**src/rtl/sr_cmd_gen.sv**
```systemverilog
// Command stage for the SR flip-flop: sync, debounce and arbitrate set/clear requests
// into mutually exclusive one-cycle s/r pulses. Define SR_CONFLICT_CNT_EN to add conflict_cnt.
module sr_cmd_gen #(
   parameter int DEB_CYCLES     = 4,
   parameter int LOCKOUT_CYCLES = 2,
   parameter bit RESET_PRIORITY = 1'b1
) (
   input  logic       clk,
   input  logic       reset,
   input  logic       set_raw,
   input  logic       clr_raw,
   output logic       s,
   output logic       r,
   output logic       conflict,
   output logic       busy
`ifdef SR_CONFLICT_CNT_EN
   ,
   output logic [7:0] conflict_cnt
`endif
);

   localparam int CNT_W = (DEB_CYCLES > 2) ? $clog2(DEB_CYCLES) : 1;
   localparam int LK_W  = $clog2(LOCKOUT_CYCLES + 1);
   localparam logic [CNT_W-1:0] DEB_LAST = CNT_W'(DEB_CYCLES - 1);

   typedef enum logic {IDLE = 1'b0, LOCKOUT = 1'b1} state_t;

   // Channel index 0 = set, 1 = clear
   logic [1:0]       raw;
   logic [1:0]       sync_p0, sync_p1;
   logic [1:0]       stb, pend, rise;
   logic [CNT_W-1:0] deb_cnt [2];
   state_t           state, state_nxt;
   logic [LK_W-1:0]  lk_cnt;
   logic             s_nxt, r_nxt, conflict_nxt;

   assign raw = {clr_raw, set_raw};

   // Stage p0/p1: two-flop synchroniser
   always_ff @(posedge clk) begin
      if (reset) begin
         sync_p0 <= '0;
         sync_p1 <= '0;
      end else begin
         sync_p0 <= raw;
         sync_p1 <= sync_p0;
      end
   end

   always_comb begin
      rise = '0;
      for (int i = 0; i < 2; i++)
         rise[i] = sync_p1[i] && !stb[i] && (deb_cnt[i] == DEB_LAST);
   end

   // Debounce: stable level follows only after DEB_CYCLES consecutive mismatches
   always_ff @(posedge clk) begin
      if (reset) begin
         stb <= '0;
         for (int i = 0; i < 2; i++) deb_cnt[i] <= '0;
      end else begin
         for (int i = 0; i < 2; i++) begin
            if (sync_p1[i] == stb[i]) begin
               deb_cnt[i] <= '0;
            end else if (deb_cnt[i] == DEB_LAST) begin
               stb[i]     <= sync_p1[i];
               deb_cnt[i] <= '0;
            end else begin
               deb_cnt[i] <= deb_cnt[i] + CNT_W'(1);
            end
         end
      end
   end

   // Every IDLE cycle consumes all pending flags (winner issued, loser dropped);
   // a rise on the same edge still lands.
   always_ff @(posedge clk) begin
      if (reset) pend <= '0;
      else       pend <= rise | (pend & ~{2{state == IDLE}});
   end

   always_ff @(posedge clk) begin
      if (reset) state <= IDLE;
      else       state <= state_nxt;
   end

   always_comb begin
      state_nxt = state;
      case (state)
         IDLE:    if (|pend) state_nxt = LOCKOUT;
         LOCKOUT: if (lk_cnt == '0) state_nxt = IDLE;
         default: state_nxt = IDLE;
      endcase
   end

   always_comb begin
      s_nxt        = 1'b0;
      r_nxt        = 1'b0;
      conflict_nxt = 1'b0;
      if (state == IDLE) begin
         if (pend == 2'b11) begin
            conflict_nxt = 1'b1;
            r_nxt        = RESET_PRIORITY;
            s_nxt        = !RESET_PRIORITY;
         end else begin
            s_nxt = pend[0];
            r_nxt = pend[1];
         end
      end
   end

   // Stage p2: registered command outputs and lockout timer
   always_ff @(posedge clk) begin
      if (reset) begin
         s        <= 1'b0;
         r        <= 1'b0;
         conflict <= 1'b0;
         lk_cnt   <= '0;
      end else begin
         s        <= s_nxt;
         r        <= r_nxt;
         conflict <= conflict_nxt;
         if (state == IDLE)     lk_cnt <= LK_W'(LOCKOUT_CYCLES);
         else if (lk_cnt != '0) lk_cnt <= lk_cnt - LK_W'(1);
      end
   end

   // The first LOCKOUT cycle carries the command pulse itself, so busy covers
   // only the LOCKOUT_CYCLES cycles that follow it.
   assign busy = (state == LOCKOUT) && !(s || r);

`ifdef SR_CONFLICT_CNT_EN
   function automatic logic [7:0] sat_inc8(input logic [7:0] v);
      return (v == 8'hFF) ? v : v + 8'd1;
   endfunction

   always_ff @(posedge clk) begin
      if (reset)         conflict_cnt <= '0;
      else if (conflict) conflict_cnt <= sat_inc8(conflict_cnt);
   end
`endif

endmodule

```
**config.mk**
```make
export PLATFORM = sky130hd
export DESIGN_NAME = sr_cmd_gen
export DESIGN_NICKNAME = d
export VERILOG_FILES = /design/src/rtl/sr_cmd_gen.sv
export SDC_FILE = /design/constraint.sdc
export NUM_CORES = 1
export LEC_CHECK = 0
export CAP_MARGIN = 40
export CORE_UTILIZATION = 40
export DETAILED_ROUTE_END_ITERATION = 16
export DONT_BUFFER_PORTS = 1
export SLEW_MARGIN = 20
export SYNTH_ARGS = -nofsm -noshare
export SYNTH_HDL_FRONTEND = slang
export SYNTH_SLANG_ARGS = --single-unit
```
**constraint.sdc**
```tcl
create_clock -name clk -period 1.4 [get_ports clk]
set_input_delay 0.07 -clock clk [delete_from_list [all_inputs] [get_ports clk]]
set_output_delay 0.07 -clock clk [all_outputs]
set_load 0.01 [all_outputs]
```
==> results of run 1 <==
[sequential cells by signal (all words and copies together) (netlist names)]
name,count
stb,2
state,1
s,1
conflict,1
pend,2
lk_cnt,2
r,1
sync_p1,2
sync_p0,2
deb_cnt,4
[kinds of logic (layout without fill, tap and decap cells)]
family	count (synthesis)	count (layout)	synth area share, %
flip-flops	18	18	52.0
other	1	4	0.487
buffers and inverters	5	9	6.02
AO/OA/AOI/OAI	6	6	6.83
adder cells (fa/ha/maj)	4	4	6.50
AND/OR/NAND/NOR	22	22	28.1
[power breakdown]
| part | leakage [nW] | switching (mW) | internal [mW] | total, mW |
|---|---|---|---|---|
| Combinational | 0.138 | 0.0228 | 0.0244 | 0.0471 |
| Clock | 0.0210 | 0.148 | 0.158 | 0.307 |
| Sequential | 0.155 | 0.00755 | 0.543 | 0.551 |
| Total | 0.314 | 0.179 | 0.726 | 0.905 |
[per-layer routing]
layer / GRT usage (%) / up-vias / wire length (um)
met5: 0 / - / 0
met4: 3.53 / 0 / 12
met3: 6.75 / 2 / 80
met2: 15.8 / 14 / 405
met1: 12.2 / 182 / 434
li1: - / 212 / -
[final cells by class]
class	instances	area share, %
Tap cell	25	3.73
Multi-Input combinational cell	36	39.8
Clock buffer	4	4.32
Inverter	2	0.894
Timing Repair Buffer	3	3.58
Sequential cell	18	47.7
[how the worst min path moves through the flow]
| stage | endpoint | cells after the start | from | slack [ns] |
|---|---|---|---|---|
| after global routing | lk_cnt[0] | 1 | reset | 0.02 |
| final | lk_cnt[0] | 1 | reset | 0.03 |
| after detailed placement | s | 1 | reset | 0.15 |
| after floorplan | sync_p0[0] | 1 | set_raw | 0.21 |
| after global placement | lk_cnt[1] | 1 | reset | 0.14 |
| after CTS | lk_cnt[0] | 1 | reset | 0.02 |
[cell usage in the layout, fill, tap and decap left out, drive strengths merged, types with 3 or more instances in the layout]
| master | instances |
|---|---|
| nor4b | 3 |
| conb | 4 |
| dfxtp | 14 |
| nor2 | 3 |
| edfxtp | 4 |
| and2b | 5 |
| clkbuf | 4 |
| ha | 4 |
| dlygate4sd3 | 3 |
==> impl_metrics.tcl, run 1 <==
set metrics [dict create \
    outcome "finished, final reports clean" \
    start_util_pct 43.6 \
    arrival_ns 1.23 \
    synth.avg_cell_area_um2 13.7 \
    io_pins 8 \
    setup.worst_path.start "state" \
    synth_edf_count 4 \
    synth_most_common_cell "dfxtp_1" \
    fmax_mhz 769 \
    grt-ovfl-total 0 \
    skew_ns 0.000576 \
    synth_top_area_cell "dfxtp_1" \
    first_iter_violations 9 \
    io_buffer_count 0 \
    grt_first_pass_wirelength_mm 1.52 \
    yosysWarnings 0 \
    post_cts_resize_count 0 \
    p_leak_nw 0.314 \
    cap_violations 0 \
    fp-row-count 15 \
    total_power_mw 0.905 \
    slew_headroom_pct 47.5 \
    worstPathMaxFanout 9 \
    path_cells "nor3b_1" \
    ir_drop_mv 0.733 \
    r2r_end "stb[0]" \
    slew_viol_final 0 \
    routed_wl_um 932 \
    rsz0062_at_grt "no" \
    num_vias 410 \
    end_kind "primary output" \
    drive_above_1_share_pct 27.0 \
    clock-root-buffer "clkbuf_4" \
    rrSetupSlack_ns 0.21 \
    worstPathRequired_ns 1.33 \
    hold_path_class "input pin to flip-flop" \
    firstDrtPassIters 4 \
    synth_commonest_cells "dfxtp_1 (14), and2b_2 (4), edfxtp_1 (4), ha_1 (4), nor2_1 (3)" \
    syn2layout_area_growth_pct 9.11 \
    yosys_register_bits 18 \
    fin_hold_ws_ns 0.0329 \
    finalSetupViolations 0 \
    clockBufferDepth 2 \
    grt_usage_pct 10.5 \
    cp_slowest_stage_delay_ns 0.54 \
    grt_pass1_vias 372 \
    power_density_mw_per_mm2 1080 \
    critical_path_class "flip-flop to primary output" \
    post_drt_wl_per_cell_um 10.6 \
    nFillCells 164 \
    setup_ws_ns 0.0995 \
    fin_util_pct 47.6 \
    diodes 0 \
    synthTopCellsByArea "dfxtp_1 (36%), edfxtp_1 (16%), ha_1 (6.5%)" \
    cts_tree "done" \
    synth_top_cell_area_share_pct 36.4 \
    crit_cells 1 \
    r2r_start "stb[0]" \
    drc 0 \
    period_share_pct 92.9 \
    dieWidth_um 45.9 \
    clkLatencyLatePin_ns 0.28 \
    crit_end "busy" \
    netlist_area_um2 769 \
    synthArstFlopShare_pct 0 \
    die_h_um 45.9 \
    ys_types 27 \
    gp_congestion 0.632 \
    tns_ns 0 \
    synthFlopType "dfxtp_1" \
    placed_cells 81 \
    path_clk_slew_ns 0.09 \
    antenna_found_initial 0 \
    final-seq-area_um2 400 \
    routed_via_density 4.66 \
    holdBufCountCts 3 \
    crit_buf_inv 0 \
    grt_start_max_net_pins 19 \
    numCtsBuffers 3 \
    cts.sinks 18 \
    coreArea_mm2 0.00176 \
    postCtsSetupBuffers 0 \
    hold_viol_final 0 \
    fin_area_um2 840 \
    multi_input_area_um2 334 \
    placed_cell_area_um2 773 \
    cts-htree-levels 1 \
    crit_path_start_kind "flip-flop" \
    die_area_mm2 0.00210 \
    crit_slowest_cell "dfxtp_1" \
    fin_crit_ns 1.30 \
    place_ws_ns 0.216 \
    r2r_cells 4 \
    ys_seq_area_share_pct 52.0 \
    hpwl_um 624 \
    antenna_left 0 \
    netlist_instances 56 \
    layout.nets 72 \
    final_cells 88 \
    cp_top_family "flip-flops" \
    worst_slew_pin_slew_ns 0.785 \
]
No activity file was read; power rests on OpenSTA's default activity.
==> run 2, diff against run 1 <==
--- a/config.mk
+++ b/config.mk
@@ -6,9 +6,12 @@
 export NUM_CORES = 1
 export LEC_CHECK = 0
 export CAP_MARGIN = 40
+export CELL_PAD_IN_SITES_DETAIL_PLACEMENT = 1
+export CELL_PAD_IN_SITES_GLOBAL_PLACEMENT = 2
 export CORE_UTILIZATION = 40
 export DETAILED_ROUTE_END_ITERATION = 16
 export DONT_BUFFER_PORTS = 1
+export PLACE_DENSITY_LB_ADDON = 0.1
 export SLEW_MARGIN = 20
 export SYNTH_ARGS = -nofsm -noshare
 export SYNTH_HDL_FRONTEND = slang
==> run 2 against run 1 <==
Against the previous run:
- clock-buffer cell count stayed put
- fmax fell by 0.68%
- first-iteration DRC count decreased by 44%
- hold slack gained 0.0028 ns
- via count up 4.9%
- critical path type unchanged
==> impl_metrics.tcl, run 2 (synthesis gave the netlist of run 1 again) <==
set metrics [dict create \
    grt-ovfl-total 0 \
    p_sw_share_pct 20.0 \
    numCtsBuffers 3 \
    diodes 0 \
    mostFrequentLayoutCell "dfxtp_1" \
    clockBufferDepth 2 \
    p_comb_share_pct 5.3 \
    fin_util_pct 47.6 \
    rrSetupSlack_ns 0.17 \
    pwr-share-seq_pct 60.8 \
    total_power_mw 0.908 \
    crit_slowest_cell "dfxtp_1" \
    hpwl_um 809 \
    first_iter_violations 5 \
    clkLatencyLatePin_ns 0.28 \
    largest_register_ffs 4 \
    num_vias 430 \
    critical_path_class "flip-flop to primary output" \
    layout.nets 72 \
    die_area_mm2 0.00210 \
    skew_ns 0.000309 \
    switching_power_mw 0.182 \
    holdPathStages 1 \
    path_cells "nor3b_1" \
    crit_path_start_kind "flip-flop" \
    finalSetupViolations 0 \
    final_cell_mix "dfxtp_1 (14), and2b_2 (4), ha_1 (4), edfxtp_1 (4), conb_1 (4)" \
    syn2layout_area_growth_pct 9.11 \
    start_util_pct 43.6 \
    grt_pass1_vias 427 \
    cap_violations 0 \
    fin_area_um2 840 \
    hold_viol_final 0 \
    r2r_end "stb[0]" \
    fp-row-count 15 \
    grt_first_pass_wirelength_mm 1.87 \
    slew_headroom_pct 46.7 \
    antenna_found_initial 0 \
    crit_buf_inv 0 \
    slew_viol_final 0 \
    post_drt_wl_per_cell_um 12.4 \
    cts_tree "done" \
    placed_cells 81 \
    fin_crit_ns 1.31 \
    regMostFlops "deb_cnt" \
    place_ws_ns 0.170 \
    routed_wl_mm 1.09 \
    setup_ws_ns 0.0906 \
    worst_slew_pin_slew_ns 0.797 \
    tns_ns 0 \
    gp_congestion 0.636 \
    placed_cell_area_um2 773 \
    r2r_cells 4 \
    cts.sinks 18 \
    hold_path_class "input pin to flip-flop" \
    p_int_mw 0.726 \
    die_h_um 45.9 \
    cp_slowest_stage_delay_ns 0.56 \
    outcome "finished, final reports clean" \
    end_kind "primary output" \
    drive_above_1_share_pct 27.0 \
    antenna_left 0 \
    ir_drop_mv 0.578 \
    nFillCells 200 \
    worstPathRequired_ns 1.33 \
    path_clk_slew_ns 0.10 \
    fin_hold_ws_ns 0.0357 \
    rsz0062_at_grt "no" \
    dieWidth_um 45.9 \
    power_density_mw_per_mm2 1080 \
    arrival_ns 1.24 \
    final_cells 88 \
    routed_via_density 4.89 \
    period_share_pct 93.5 \
    io_buffer_count 0 \
    holdPathEnd "lk_cnt[0]" \
    firstDrtPassIters 2 \
    clock-root-buffer "clkbuf_4" \
    r2r_start "stb[0]" \
    grt_start_max_net_pins 19 \
    p_leak_nw 0.314 \
    coreArea_mm2 0.00176 \
    grt_usage_pct 13.2 \
    clkPwrFrac_pct 33.9 \
    io_pins 8 \
    fmax_mhz 764 \
    cp_top_family "flip-flops" \
    drc 0 \
    hp-start "reset" \
    worstPathMaxFanout 9 \
    cts-htree-levels 1 \
]
run 2: layer usage:
layer | wire length, um | vias up | track usage [%]
li1 | - | 212 | -
met1 | 474 | 208 | 15.1
met2 | 552 | 8 | 20.6
met3 | 57 | 2 | 4.37
met4 | 10 | 0 | 8.82
met5 | 0 | - | 0
run 2: worst max-delay path by stage:
stage / from / end / slack (ns) / cells past startpoint
6_report: state / busy / 0.09 / 1
5_1_grt: state / busy / 0.01 / 1
4_1_cts: reset / stb[0] / 0.08 / 3
3_5_place_dp: stb[0] / stb[0] / 0.17 / 4
3_3_place_gp: deb_cnt[1][0] / deb_cnt[1][1] / 0.26 / 2
2_1_floorplan: stb[0] / stb[0] / 0.29 / 4
run 2: timing repair:
item                      4_1_cts  5_1_grt
hold endpoints to repair       17        0
setup buffers                   0        0
gates resized for setup         0        0
hold buffers                    3        0
run 2: area by class of cell:
class	instances	area [um2]	area share, %
sequential	18	400	47.7
inverter	2	7.51	0.894
timing repair buffer	3	30.0	3.58
multi-input combinational	36	334	39.8
clock buffer	4	36.3	4.32
tap	25	31.3	3.73
run 2: power by group through the flow:
| stage | Sequential [mW] | Clock, mW | Combinational [mW] |
|---|---|---|---|
| 3_3_place_gp | 0.563 | 0 | 0.0307 |
| 6_report | 0.552 | 0.308 | 0.0482 |
| 3_5_place_dp | 0.564 | 0 | 0.0333 |
| 2_1_floorplan | 0.560 | 0 | 0.0469 |
| 5_1_grt | 0.554 | 0.351 | 0.0542 |
| 4_1_cts | 0.552 | 0.323 | 0.0492 |
==> run 3, diff against run 2 <==
==> constraint.sdc (replaced) <==
create_clock -name clk -period 1.3 [get_ports clk]
set_input_delay 0.065 -clock clk [delete_from_list [all_inputs] [get_ports clk]]
set_output_delay 0.065 -clock clk [all_outputs]
set_load 0.01 [all_outputs]
==> run 3 against run 2 <==
Against the previous run:
- wire length decreased by 0.91%
- non-clock buffer count did not move
- flip-flop and latch count unchanged
- power increased by 7.9%
- cell area is 1.3% higher
- sequential share of layout area down 0.48 points
- die area unchanged
- cell count stayed put
- global-route usage is 0.33 points higher
- register-to-register slack worse by 0.09 ns
- hold slack got worse by 0.0045 ns
- clock-buffer cell count did not move
- critical path type is now flip-flop to flip-flop
- critical endpoint is now stb[0]
==> impl_metrics.tcl, run 3 (synthesis gave the netlist of run 1 again) <==
set metrics [dict create \
    fin_crit_ns 1.22 \
    place_ws_ns 0.0696 \
    grt_first_pass_wirelength_mm 1.93 \
    dieWidth_um 45.9 \
    rsz0062_at_grt "no" \
    fin_util_pct 48.2 \
    nFillCells 194 \
    finalSetupViolations 0 \
    worst_slew_pin_slew_ns 0.772 \
    layout.nets 72 \
    num_vias 433 \
    hold_path_class "input pin to flip-flop" \
    r2r_cells 4 \
    grt_usage_pct 13.5 \
    coreArea_mm2 0.00176 \
    p_int_mw 0.783 \
    holdPathEnd "lk_cnt[0]" \
    io_pins 8 \
    fp-row-count 15 \
    mostFrequentLayoutCell "dfxtp_1" \
    io_buffer_count 0 \
    pwr-share-seq_pct 60.6 \
    die_h_um 45.9 \
    final_cell_mix "dfxtp_1 (13), and2b_2 (4), edfxtp_1 (4), conb_1 (4)" \
    start_util_pct 43.6 \
    period_share_pct 93.5 \
    final-seq-area_um2 402 \
    r2r_end "stb[0]" \
    outcome "finished, final reports clean" \
    diodes 0 \
    placed_cells 81 \
    skew_ns 0.00201 \
    clock-root-buffer "clkbuf_4" \
    grt_start_max_net_pins 19 \
    post_drt_wl_per_cell_um 12.3 \
    p_comb_share_pct 5.4 \
    firstDrtPassIters 4 \
    slew_viol_final 0 \
    clockBufferDepth 2 \
    switching_power_mw 0.197 \
    gp_congestion 0.636 \
    numCtsBuffers 3 \
    final_cells 88 \
    cts_tree "done" \
    slew_headroom_pct 48.5 \
    routed_via_density 4.92 \
    path_clk_slew_ns 0.10 \
    cts-htree-levels 1 \
    tns_ns 0 \
    grt_pass1_vias 435 \
    first_iter_violations 5 \
    rrSetupSlack_ns 0.08 \
    end_kind "flip-flop" \
    antenna_found_initial 0 \
    clkPwrFrac_pct 34.0 \
    cts.sinks 18 \
    grt-ovfl-total 0 \
    antenna_left 0 \
    multi_input_area_um2 342 \
    crit_path_start_kind "flip-flop" \
    fmax_mhz 822 \
    routed_wl_mm 1.08 \
    p_sw_share_pct 20.1 \
    power_density_mw_per_mm2 1150 \
    setup_ws_ns 0.0839 \
    cap_violations 0 \
    regMostFlops "deb_cnt" \
    syn2layout_area_growth_pct 10.6 \
    holdPathStages 1 \
    hold_viol_final 0 \
    largest_register_ffs 4 \
    p_leak_nw 0.327 \
    clkLatencyLatePin_ns 0.28 \
    r2r_start "stb[0]" \
    worstPathRequired_ns 1.50 \
    critical_path_class "flip-flop to flip-flop" \
    drive_above_1_share_pct 31.7 \
    hp-start "reset" \
    die_area_mm2 0.00210 \
    drc 0 \
    worstPathMaxFanout 4 \
    ir_drop_mv 0.640 \
    arrival_ns 1.42 \
]
==> run 3: metal layers <==
layer | up-vias | wire length, um | global-route usage, %
met5 | - | 0 | 0
met3 | 2 | 54 | 4.37
met4 | 0 | 12 | 8.82
li1 | 213 | - | -
met1 | 210 | 445 | 15.6
met2 | 8 | 570 | 21.1
==> run 3: repair_timing <==
action                                  CTS  global route
endpoints found under the setup margin    1             5
gates resized for setup                   1             3
buffers inserted                          0             0
endpoints found under the hold margin    17             0
hold buffers                              3             0
==> run 3: per-stage QoR <==
stage	hold slack [ns]	cell area [um2]	power [mW]
after floorplan	0.207	781	0.654
after global placement	0.138	773	0.639
after detailed placement	0.141	773	0.643
after CTS	0.0201	845	0.996
after global routing	0.00764	851	1.03
final	0.0312	851	0.980
==> run 3: worst max-delay path, cell delays in order, from the launching register on <==
cell	delay, ns
dfxtp_1	0.32
inv_1	0.06
ha_2	0.38
and2b_1	0.21
o31ai_2	0.17
==> run 3: worst max path at each step <==
stage	startpoint	to	slack, ns	cells past startpoint
2_1_floorplan	stb[0]	stb[0]	0.19	4
6_report	stb[0]	stb[0]	0.08	4
3_5_place_dp	stb[0]	stb[0]	0.07	4
5_1_grt	deb_cnt[1][0]	deb_cnt[1][1]	0.003	2
4_1_cts	reset	stb[0]	0.002	3
3_3_place_gp	deb_cnt[1][0]	deb_cnt[1][1]	0.16	2
==> run 3: cell type report <==
class                           instances  area share, %
Clock buffer                            4           4.26
Inverter                                2          0.882
Multi-Input combinational cell         36           40.1
Sequential cell                        18           47.2
Tap cell                               25           3.68
Timing Repair Buffer                    3           3.82
==> run 3: power by group through the flow <==
stage	clock, mW	combinational [mW]	sequential (mW)
floorplan	0	0.0505	0.603
global placement	0	0.0331	0.606
detailed placement	0	0.0358	0.607
CTS	0.349	0.0528	0.594
global route	0.377	0.0596	0.597
finish	0.333	0.0526	0.594
